--- src/rtl/xpmwrap_fifo_wr_arb.sv ---
// Round-robin arbiter sharing one xpmwrap_fifo_sync write port among NUM_REQ valid/ready requesters.
// Define XPMWRAP_FIFO_WR_ARB_PKT_LOCK_EN to hold each grant until the req_last beat (packet lock).
module xpmwrap_fifo_wr_arb #(
  parameter int NUM_REQ          = 4,
  parameter int WRITE_DATA_WIDTH = 32,
  localparam int IW              = $clog2(NUM_REQ)
) (
  input  logic                                wr_clk,
  input  logic                                rst_n,
  input  logic [NUM_REQ-1:0]                  req_valid,
  input  logic [NUM_REQ*WRITE_DATA_WIDTH-1:0] req_data,
  input  logic [NUM_REQ-1:0]                  req_last,
  output logic [NUM_REQ-1:0]                  req_ready,
  output logic [WRITE_DATA_WIDTH-1:0]         din,
  output logic                                wr_en,
  input  logic                                full,
  input  logic                                wr_rst_busy,
  output logic                                grant_valid,
  output logic [IW-1:0]                       grant_id,
  output logic                                pkt_done
);

  typedef enum logic [1:0] {
    S_HOLD  = 2'd0,
    S_IDLE  = 2'd1,
    S_BURST = 2'd2
  } state_t;

  state_t          state;
  logic [IW-1:0]   rr_ptr;
  logic [IW-1:0]   winner;
  logic [IW-1:0]   rr_next;
  logic            found;
  logic            in_burst;
  logic            wr_last;
  logic            release_beat;
  int unsigned     pos;

  // Circular priority search starting at rr_ptr.
  always_comb begin
    winner = '0;
    found  = 1'b0;
    pos    = '0;
    for (int unsigned k = 0; k < NUM_REQ; k++) begin
      pos = 32'(rr_ptr) + k;
      if (pos >= 32'(NUM_REQ)) pos = pos - 32'(NUM_REQ);
      if (!found && req_valid[pos]) begin
        found  = 1'b1;
        winner = pos[IW-1:0];
      end
    end
  end

  assign in_burst = (state == S_BURST);

  always_comb begin
    req_ready = '0;
    din       = '0;
    for (int unsigned i = 0; i < NUM_REQ; i++) begin
      if (in_burst && (grant_id == IW'(i))) begin
        req_ready[i] = !full && !wr_rst_busy;
        din          = req_data[i*WRITE_DATA_WIDTH +: WRITE_DATA_WIDTH];
      end
    end
  end

  // At most one ready bit is set, so the OR-reduction selects the grantee.
  assign wr_en   = |(req_valid & req_ready);
  assign wr_last = |(req_valid & req_ready & req_last);

`ifdef XPMWRAP_FIFO_WR_ARB_PKT_LOCK_EN
  assign release_beat = wr_last;
`else
  assign release_beat = wr_en;
`endif

  assign rr_next = (grant_id == IW'(NUM_REQ - 1)) ? '0 : grant_id + IW'(1);

  always_ff @(posedge wr_clk or negedge rst_n) begin
    if (!rst_n) begin
      state       <= S_HOLD;
      rr_ptr      <= '0;
      grant_id    <= '0;
      grant_valid <= 1'b0;
      pkt_done    <= 1'b0;
    end else begin
      pkt_done <= wr_last;
      if (wr_rst_busy) begin
        state       <= S_HOLD;
        grant_valid <= 1'b0;
      end else begin
        case (state)
          S_HOLD: state <= S_IDLE;
          S_IDLE: begin
            if (found) begin
              state       <= S_BURST;
              grant_id    <= winner;
              grant_valid <= 1'b1;
            end
          end
          S_BURST: begin
            if (release_beat) begin
              state       <= S_IDLE;
              grant_valid <= 1'b0;
              rr_ptr      <= rr_next;
            end
          end
          default: begin
            state       <= S_HOLD;
            grant_valid <= 1'b0;
          end
        endcase
      end
    end
  end

endmodule

--- config.mk ---
export PLATFORM = sky130hd
export DESIGN_NAME = xpmwrap_fifo_wr_arb
export DESIGN_NICKNAME = d
export VERILOG_FILES = /design/src/rtl/xpmwrap_fifo_wr_arb.sv
export SDC_FILE = /design/constraint.sdc
export NUM_CORES = 1
export LEC_CHECK = 0
export CAP_MARGIN = 20
export CORE_UTILIZATION = 25
export CTS_BUF_LIST = sky130_fd_sc_hd__clkbuf_2 sky130_fd_sc_hd__clkbuf_4 sky130_fd_sc_hd__clkbuf_8
export DETAILED_ROUTE_END_ITERATION = 10
export MAX_ROUTING_LAYER = met4
export PLACE_DENSITY = 0.9
export SLEW_MARGIN = 15
export SYNTH_ARGS = -nofsm -noshare
export SYNTH_HDL_FRONTEND = slang
export SYNTH_SLANG_ARGS = --single-unit
--- constraint.sdc ---
create_clock -name wr_clk -period 1.79 [get_ports wr_clk]
set_input_delay 0.358 -clock wr_clk [delete_from_list [all_inputs] [get_ports wr_clk]]
set_output_delay 0.358 -clock wr_clk [all_outputs]
set_load 0.005 [all_outputs]
* Yosys cells after proc, flatten, opt, wreduce, memory -nomap -nowiden *
Cells that the tools add are included.

cells by class
  add/subtract/negate cells = 8
  $mul = 0
  div/mod/pow operators = 0
  order comparisons = 8
  equal/unequal tests = 8
  shift operators = 0
  muxes and demuxes = 37
  bitwise operators = 3
  reduce and logical (&&, ||, !) cells = 21

operators by type and width
  cell                                                                                  count
  32-bit two-way mux                                                                    8
  32-bit by 3-bit < comparator with 1-bit output (second input constant)                4
  2-bit two-way mux                                                                     8
  1-bit two-way mux                                                                     15
  3-bit by 3-bit subtractor with 4-bit output (second input constant)                   3
  3-bit greater-or-equal comparator (second input constant)                             3
  3-bit AND reduction                                                                   3
  4-bit AND                                                                             2
  1-bit binary-select mux with 2-bit select                                             4
  1-bit logical AND                                                                     8
  4-bit OR reduction                                                                    2
  2-bit by 2-bit adder with 3-bit output (second input constant)                        2
  2-bit equality test (second input constant)                                           3
  3-bit != test (second input constant)                                                 2
  2-bit one-hot mux with 3 select lines                                                 1
  1-bit zero test                                                                       5
  2-bit by 1-bit equality test with 1-bit output (second input constant)                2
  2-bit zero test                                                                       2
  2-bit by 3-bit subtractor with 4-bit output (second input constant)                   1
  2-bit by 1-bit adder with 3-bit output (second input constant)                        1
  2-bit by 3-bit greater-or-equal comparator with 1-bit output (second input constant)  1
  1-bit one-hot mux with 3 select lines                                                 1
  2-bit by 1-bit adder with 2-bit output (second input constant)                        1
  2-bit != test (second input constant)                                                 1
  2 further kinds                                                                       2

storage, ports and cells
  register bits after elaboration = 8
  bits in latches = 0
  RAM bits = 0
  bits in read-only memories = 0
  bits of input ports = 140
  output and inout port bits = 41
  word-level logic and storage cells = 90
  memories = 0

* Logic depth before layout (Yosys ltp) *
Gate-level depths: netlist (run 1).

  depth after elaboration = 17
  depth in mapped cells = 7
  depth with buffers taken out = 5

* Worst setup path before layout (run 1) *
No wires, ideal clock.

  path type = register to output
  start point = reg grant_id[0]
  end point = out din[10]
  arrival = 1,577 ps
  data required time = 1,432 ps
  setup slack = -145 ps
  stages on the path, launching flop included = 7
  path buffers = 2
  cell sequence = dfrtp_1 -> inv_1 -> ha_1 -> buf_2 -> clkbuf_1 -> a221o_1 -> a32o_1

between the ends
  cells in the longest elaborated chain, start to end = 6
  elaborated cells on any way between the ends = 12
  those cells by class = 3 x eq/ne; 4 x mux; 5 x reduce/logical

ends and longest elaborated chain
  what                             line  source
  start: declaration               19    output logic [IW-1:0] grant_id,
  start signal: assignment         97    grant_id <= winner;
  2-bit zero test                  60    if (in_burst && (grant_id == IW'(i))) begin
  1-bit logical AND                60
  32-bit two-way mux (3 in a row)  60
  32-bit two-way mux *             60
  end: declaration                 14    output logic [WRITE_DATA_WIDTH-1:0] din,

Every way passes the cells marked *; elsewhere a longest branch is shown, timed or not.

* Worst setup path after layout (run 1) *
  start point = reg grant_id[1]
  end point = out din[14]

Same word-level chain as after synthesis.

==> results of run 1 <==
-- through the flow --
step,setup WS [ps],setup TNS [ps],power [uW]
global route,-615.2,-20360,5392
finish,-560.4,-17870,5097
floorplan,-64.85,-1736,2015
detailed placement,-825.3,-28000,3039
CTS,-614.7,-18780,4912
global placement,-792.0,-26830,2961
-- flip-flops by register name, summed over array words and instances (netlist names) --
name / count
pkt_done: 1
grant_id: 2
rr_ptr: 2
grant_valid: 1
state: 2
-- kinds of logic after synthesis --
logic type,count (synthesis),synth area share (%)
muxes,3,2.126
and+or+nand+nor,61,23.96
adders and majority gates,4,3.271
buffers and inverters,24,7.032
AOI/OAI and AO/OA,81,50.53
DFF,8,13.08
-- how the worst max path moves through the flow --
| stage | startpoint | endpoint | cells after the start | slack (ps) |
|---|---|---|---|---|
| after floorplan | grant_id[0] | din[23] | 6 | -60 |
| after detailed placement | grant_id[0] | din[24] | 6 | -830 |
| after global routing | grant_id[1] | din[14] | 8 | -620 |
| after CTS | grant_id[0] | din[17] | 7 | -610 |
| after global placement | grant_id[0] | din[24] | 6 | -790 |
| final | grant_id[1] | din[14] | 8 | -560 |
-- power groups by stage --
stage / Combinational [uW] / Sequential, uW / Clock [uW]
floorplan: 1710 / 303 / 0
global placement: 2670 / 295 / 0
detailed placement: 2740 / 301 / 0
CTS: 4370 / 290 / 253
global route: 4830 / 301 / 257
finish: 4560 / 292 / 249
-- worst reg2reg max path, stage by stage (launching register included) --
cell and delay, ps:
dfrtp_2 410, buf_6 120, ha_4 170, buf_12 140, buf_16 140, buf_6 120
buf_6 110, a22oi_2 230, a21boi_4 90, buf_6 140, mux2_4 290
-- layout make-up --
class / instances / area (um^2) / area share, %
timing repair buffer: 248 / 2527 / 59.69
multi-input combinational: 150 / 1348 / 31.83
sequential: 8 / 201.4 / 4.758
tap: 75 / 93.84 / 2.216
clock buffer: 4 / 48.80 / 1.152
inverter: 4 / 15.01 / 0.3546
-- Yosys cell counts --
| library cell | n | area share (%) |
|---|---|---|
| nand3_1 | 4 | 1.3 |
| o41a_1 | 1 | 0.74 |
| nand2b_1 | 36 | 15 |
| nand4_1 | 1 | 0.41 |
| o211ai_1 | 1 | 0.49 |
| clkbuf_1 | 8 | 2.0 |
| buf_2 | 11 | 3.6 |
| nand2_1 | 4 | 0.98 |
| o21ai_0 | 2 | 0.65 |
| o21ba_2 | 1 | 0.65 |
| a21boi_4 | 1 | 1.2 |
| o32ai_1 | 1 | 0.57 |
| ha_1 | 4 | 3.3 |
| o31ai_1 | 2 | 0.98 |
| a32o_1 | 32 | 21 |
| nor2_1 | 7 | 1.7 |
| a311oi_1 | 1 | 0.57 |
| a21oi_1 | 4 | 1.3 |
| dfrtp_1 | 8 | 13 |
| buf_4 | 1 | 0.49 |
| inv_1 | 4 | 0.98 |
| nor2b_1 | 2 | 0.82 |
| nor4b_4 | 1 | 1.6 |
| o21ai_1 | 1 | 0.33 |
| mux2_1 | 2 | 1.5 |
| a221o_1 | 31 | 20 |
| mux2i_1 | 1 | 0.65 |
| and2_1 | 6 | 2.5 |
| a22oi_2 | 1 | 0.82 |
| a22oi_1 | 1 | 0.49 |
| a21o_1 | 1 | 0.49 |
-- cell usage in the layout (no fill, tap or decap), types with 3 or more instances in the layout --
cell type	count
a221o_1	31
a32o_1	28
a32o_2	4
and2_1	4
buf_12	11
buf_16	6
buf_2	24
buf_4	29
buf_6	24
clkbuf_2	8
clkbuf_8	3
clkdlybuf4s50_1	140
dfrtp_1	7
dlygate4sd2_1	4
ha_4	4
nand2_1	4
nand2b_1	36
nand3_1	3
nor2_1	5
-- what timing repair did --
item                                    CTS  global route
pin swaps                                32            37
buffers inserted                         34             4
endpoints found under the setup margin   42            42
resized for setup                       175            20
cloned                                    8             1
-- routing by layer --
metal  global-route usage [%]  up-vias
li1                         -     1226
met1                    29.65     1295
met2                    54.02      113
met3                    3.068       18
met4                    8.393        0
met5                        -        -
==> run metrics, run 1 <==
vias in the first global route=2,641; worst hold slack=414.1 ps; Psw=1877 uW; Routed WL=9301 um; wire length on met2=5080 um; Max Cap Viol=0; final worst slack=-560.4 ps; Reg2Reg Depth=10; pwr dens=1204 mW/mm^2; antenna violations before repair=0; Pleak=0.001762 uW; Finished Core Util=71.51%; CTS tree=yes; global-route usage over all layers=27.99%; Final GP Congestion=0.8655; Final Non-Filler Cells=489; Final Skew=5.607 ps; combinational power share=89.4%; min-delay worst type=in2async; CP arrival=1990 ps; Post-DRT Antenna Nets=0; fmax=425.5 MHz; Sequential Power Share=5.7%; Die ar.=0.006438 mm^2; fill count=442; wire length on met1=3468 um; fin crit share=131.3%; Slew Limit Fails=0; post-DR wirelength/cell=19.02 um; Synth Net Count=325; count of different cell masters after synthesis=31; CTS Buf Count=3; delay-heaviest family, CP=compound AO/OA/AOI/OAI gates; violated checks=setup timing; # hold bufs at CTS=0; CTS Root Cell=clkbuf_8; Slew @ Worst Pin=388.0 ps; WL met3=560 um; switch share=36.82%; Pint=3220 uW; Clock power frac=4.9%; Rows=28; DP Area=0.003627 mm^2; Max H-tree Level=1; Critical Path Max Stage Delay=370 ps; Setup CP Type=reg2out; chip width=80.24 um; Cells after DPL=443; drt drc=0; post-synthesis sequential area ratio=13.08%; DIE HEIGHT=80.24 um; number of failing hold endpoints at the final stage=0; CP Capture Type=primary output; maximum VDD drop=0.0007664 V; area growth from synthesis to layout=176.7%; Final Cell Area=0.004234 mm^2; initial drt markers=104; Crit Path Max Fanout=6; Final HPWL DP=5981 um; final setup fails=42; CTS clk-pin slew, worst paths=50 ps; pin count of the biggest net entering global routing=27; Initial Util=25.85%; IO Pins=181; crit-path cells=inv_2, buf_4, ha_4, nor2b_4, clkbuf_16, a221o_1, a32o_1, buf_2; Mapped Area=0.001530 mm^2; I/O Buffers=180; R2R Path End=rr_ptr[1]; flop2flop setup slack=-290 ps; run status=finished with violations; clk buf depth=2; slowest CP cell=dfrtp_1; Core Area=0.005921 mm^2; RR Startpoint=grant_id[0]; gr ovfl total=0; Synth Instances=181; CP startpoint kind=register; top sig layer=met4; worst path required time=1430 ps; TritonRoute pass-1 iters=4; relative slew slack=74.05%; RSZ-0062 raised after global routing=yes; diode count=0; syn_area_per_cell=8.454 um^2; TritonCTS Sinks=8; vias per inst=5.423; Clk Latency, worst-skew pair=230 ps; share of layout cells above drive strength 1=33.09%; minimum clock period=2350 ps; first-pass GRT wire length=13,370 um; Final nets=559; Seq cells post-synth=8; Bufs and invs on worst path=4; Yosys warning total=0; via count=2,652
(Power assumes the default switching activity.)
==> run 2, diff against run 1 <==
- CTS_BUF_LIST: sky130_fd_sc_hd__clkbuf_2 sky130_fd_sc_hd__clkbuf_4 sky130_fd_sc_hd__clkbuf_8 -> sky130_fd_sc_hd__clkbuf_8
- RECOVER_POWER: not set -> 25
==> run metrics, run 2 (synthesis results as in run 1) <==
Slew Limit Fails=0; fmax=424.4 MHz; CTS clk-pin slew, worst paths=50 ps; Initial Util=25.85%; min-delay worst type=in2async; CP Capture Type=primary output; # hold bufs at CTS=0; DIE HEIGHT=80.24 um; combinational power share=89.8%; via count=2,663; IO Pins=181; Routed WL=9307 um; diode count=0; Setup CP Type=reg2out; relative slew slack=73.73%; post-DR wirelength/cell=19.03 um; final worst slack=-566.3 ps; Tot Pwr=5078 uW; fin crit share=131.6%; chip width=80.24 um; Cells after DPL=443; DP Area=0.003627 mm^2; Finished Core Util=71.45%; pin count of the biggest net entering global routing=27; Final Non-Filler Cells=489; Final nets=559; Final Skew=5.633 ps; Final GP Congestion=0.8655; met1 usage=29.65%; flop2flop setup slack=-290 ps; RSZ-0062 raised after global routing=yes; TritonRoute pass-1 iters=4; commonest non-fill, non-tap cells in the layout=139 x clkdlybuf4s50_1, 36 x nand2b_1, 31 x a221o_1; switch share=36.99%; gr ovfl total=0; R2R Path End=rr_ptr[1]; Top Registers=grant_id x2, rr_ptr x2, state x2; number of failing hold endpoints at the final stage=0; global routing usage on met3=3.068%; CTS Root Cell=clkbuf_8; Reg2Reg Depth=10; Sequential Power Share=5.7%; first-pass GRT wire length=13,370 um; final setup fails=42; RR Startpoint=grant_id[0]; Pleak=0.001763 uW; Die ar.=0.006438 mm^2; I/O Buffers=180; clk buf depth=2; vias per inst=5.446; busiest grt layer=met2; vias in the first global route=2,641; Rows=28; Max H-tree Level=1; Clk Latency, worst-skew pair=230 ps; Pint=3200 uW; met2 Use GR=54.02%; Psw=1879 uW; Slew @ Worst Pin=392.8 ps; TritonCTS Sinks=8; violated checks=setup timing; leading cell type in the layout, fill and taps excluded=clkdlybuf4s50_1; minimum clock period=2356 ps; CP arrival=2000 ps; Clock power frac=4.5%; area growth from synthesis to layout=176.5%; Final HPWL DP=5981 um; Core Area=0.005921 mm^2; CTS Buf Count=3; antenna violations before repair=0; worst hold slack=484.4 ps; drt drc=0; fill count=443; Final Cell Area=0.004230 mm^2; maximum VDD drop=0.0007242 V; run status=finished with violations; pwr dens=1200 mW/mm^2; CP startpoint kind=register; initial drt markers=105; Post-DRT Antenna Nets=0; Max Cap Viol=0; share of layout cells above drive strength 1=32.85%; worst path required time=1430 ps; CTS tree=yes; Crit Path Max Fanout=6; global-route usage over all layers=27.99%
[run 2: changes by cell type in the layout (fill, tap and decap cells not counted), sizes merged]
cell           previous run  this run
dlygate4sd3               0         1
clkbuf                   13        12
inv                       4         5
clkdlybuf4s50           140       139
[run 2: through the flow]
step / worst slack (ps) / TNS (ps)
3_5_place_dp: -825.3 / -28000
6_report: -566.3 / -17890
5_1_grt: -615.2 / -20360
2_1_floorplan: -64.85 / -1736
4_1_cts: -615.2 / -18790
3_3_place_gp: -792.0 / -26830
[run 2: layout make-up]
cell class / count / area (um^2) / share of cell area [%]
timing repair buffer: 248 / 2527 / 59.75
multi-input combinational: 150 / 1348 / 31.85
sequential: 8 / 201.4 / 4.762
tap: 75 / 93.84 / 2.218
clock buffer: 3 / 41.29 / 0.9760
inverter: 4 / 15.01 / 0.3549
clock inverter: 1 / 3.754 / 0.08873
[run 2: what timing repair did]
item / CTS / global route
gates cloned: 8 / 1
endpoints found under the setup margin: 42 / 42
resized for setup: 175 / 20
buffers inserted: 34 / 4
endpoints found under the hold margin: 0 / 0
pin swaps: 32 / 37
[run 2: power groups by stage]
stage                     clock network (uW)  registers, uW  logic (uW)
after floorplan                            0            303        1710
after global placement                     0            295        2670
after detailed placement                   0            301        2740
after CTS                                232            290        4370
after global routing                     237            301        4830
final                                    228            292        4560
[run 2: worst max path at each step]
stage	startpoint	endpoint	slack, ps	depth (start not counted)
finish	grant_id[1]	din[14]	-570	8
global route	grant_id[1]	din[14]	-620	8
CTS	grant_id[0]	din[17]	-620	7
detailed placement	grant_id[0]	din[24]	-830	6
global placement	grant_id[0]	din[24]	-790	6
floorplan	grant_id[0]	din[23]	-60	6
[run 2: worst max-delay path, cell delays in order (launching register included)]
cell and delay (ps):
dfrtp_1 370, inv_2 60, buf_4 140, ha_4 160, nor2b_4 160, clkbuf_16 160
a221o_1 320, a32o_1 260, buf_2 130
[run 2: per-layer routing]
layer,vias up,part of all wire [%]
met3,21,6.2
met5,-,0
met4,0,2.3
li1,1226,-
met1,1295,37
met2,121,54
==> run 3, diff against run 2 <==
- ABC_AREA: not set -> 0
==> results of run 3 <==
No change in the layout: final DEF, timing and power equal those of run 2.
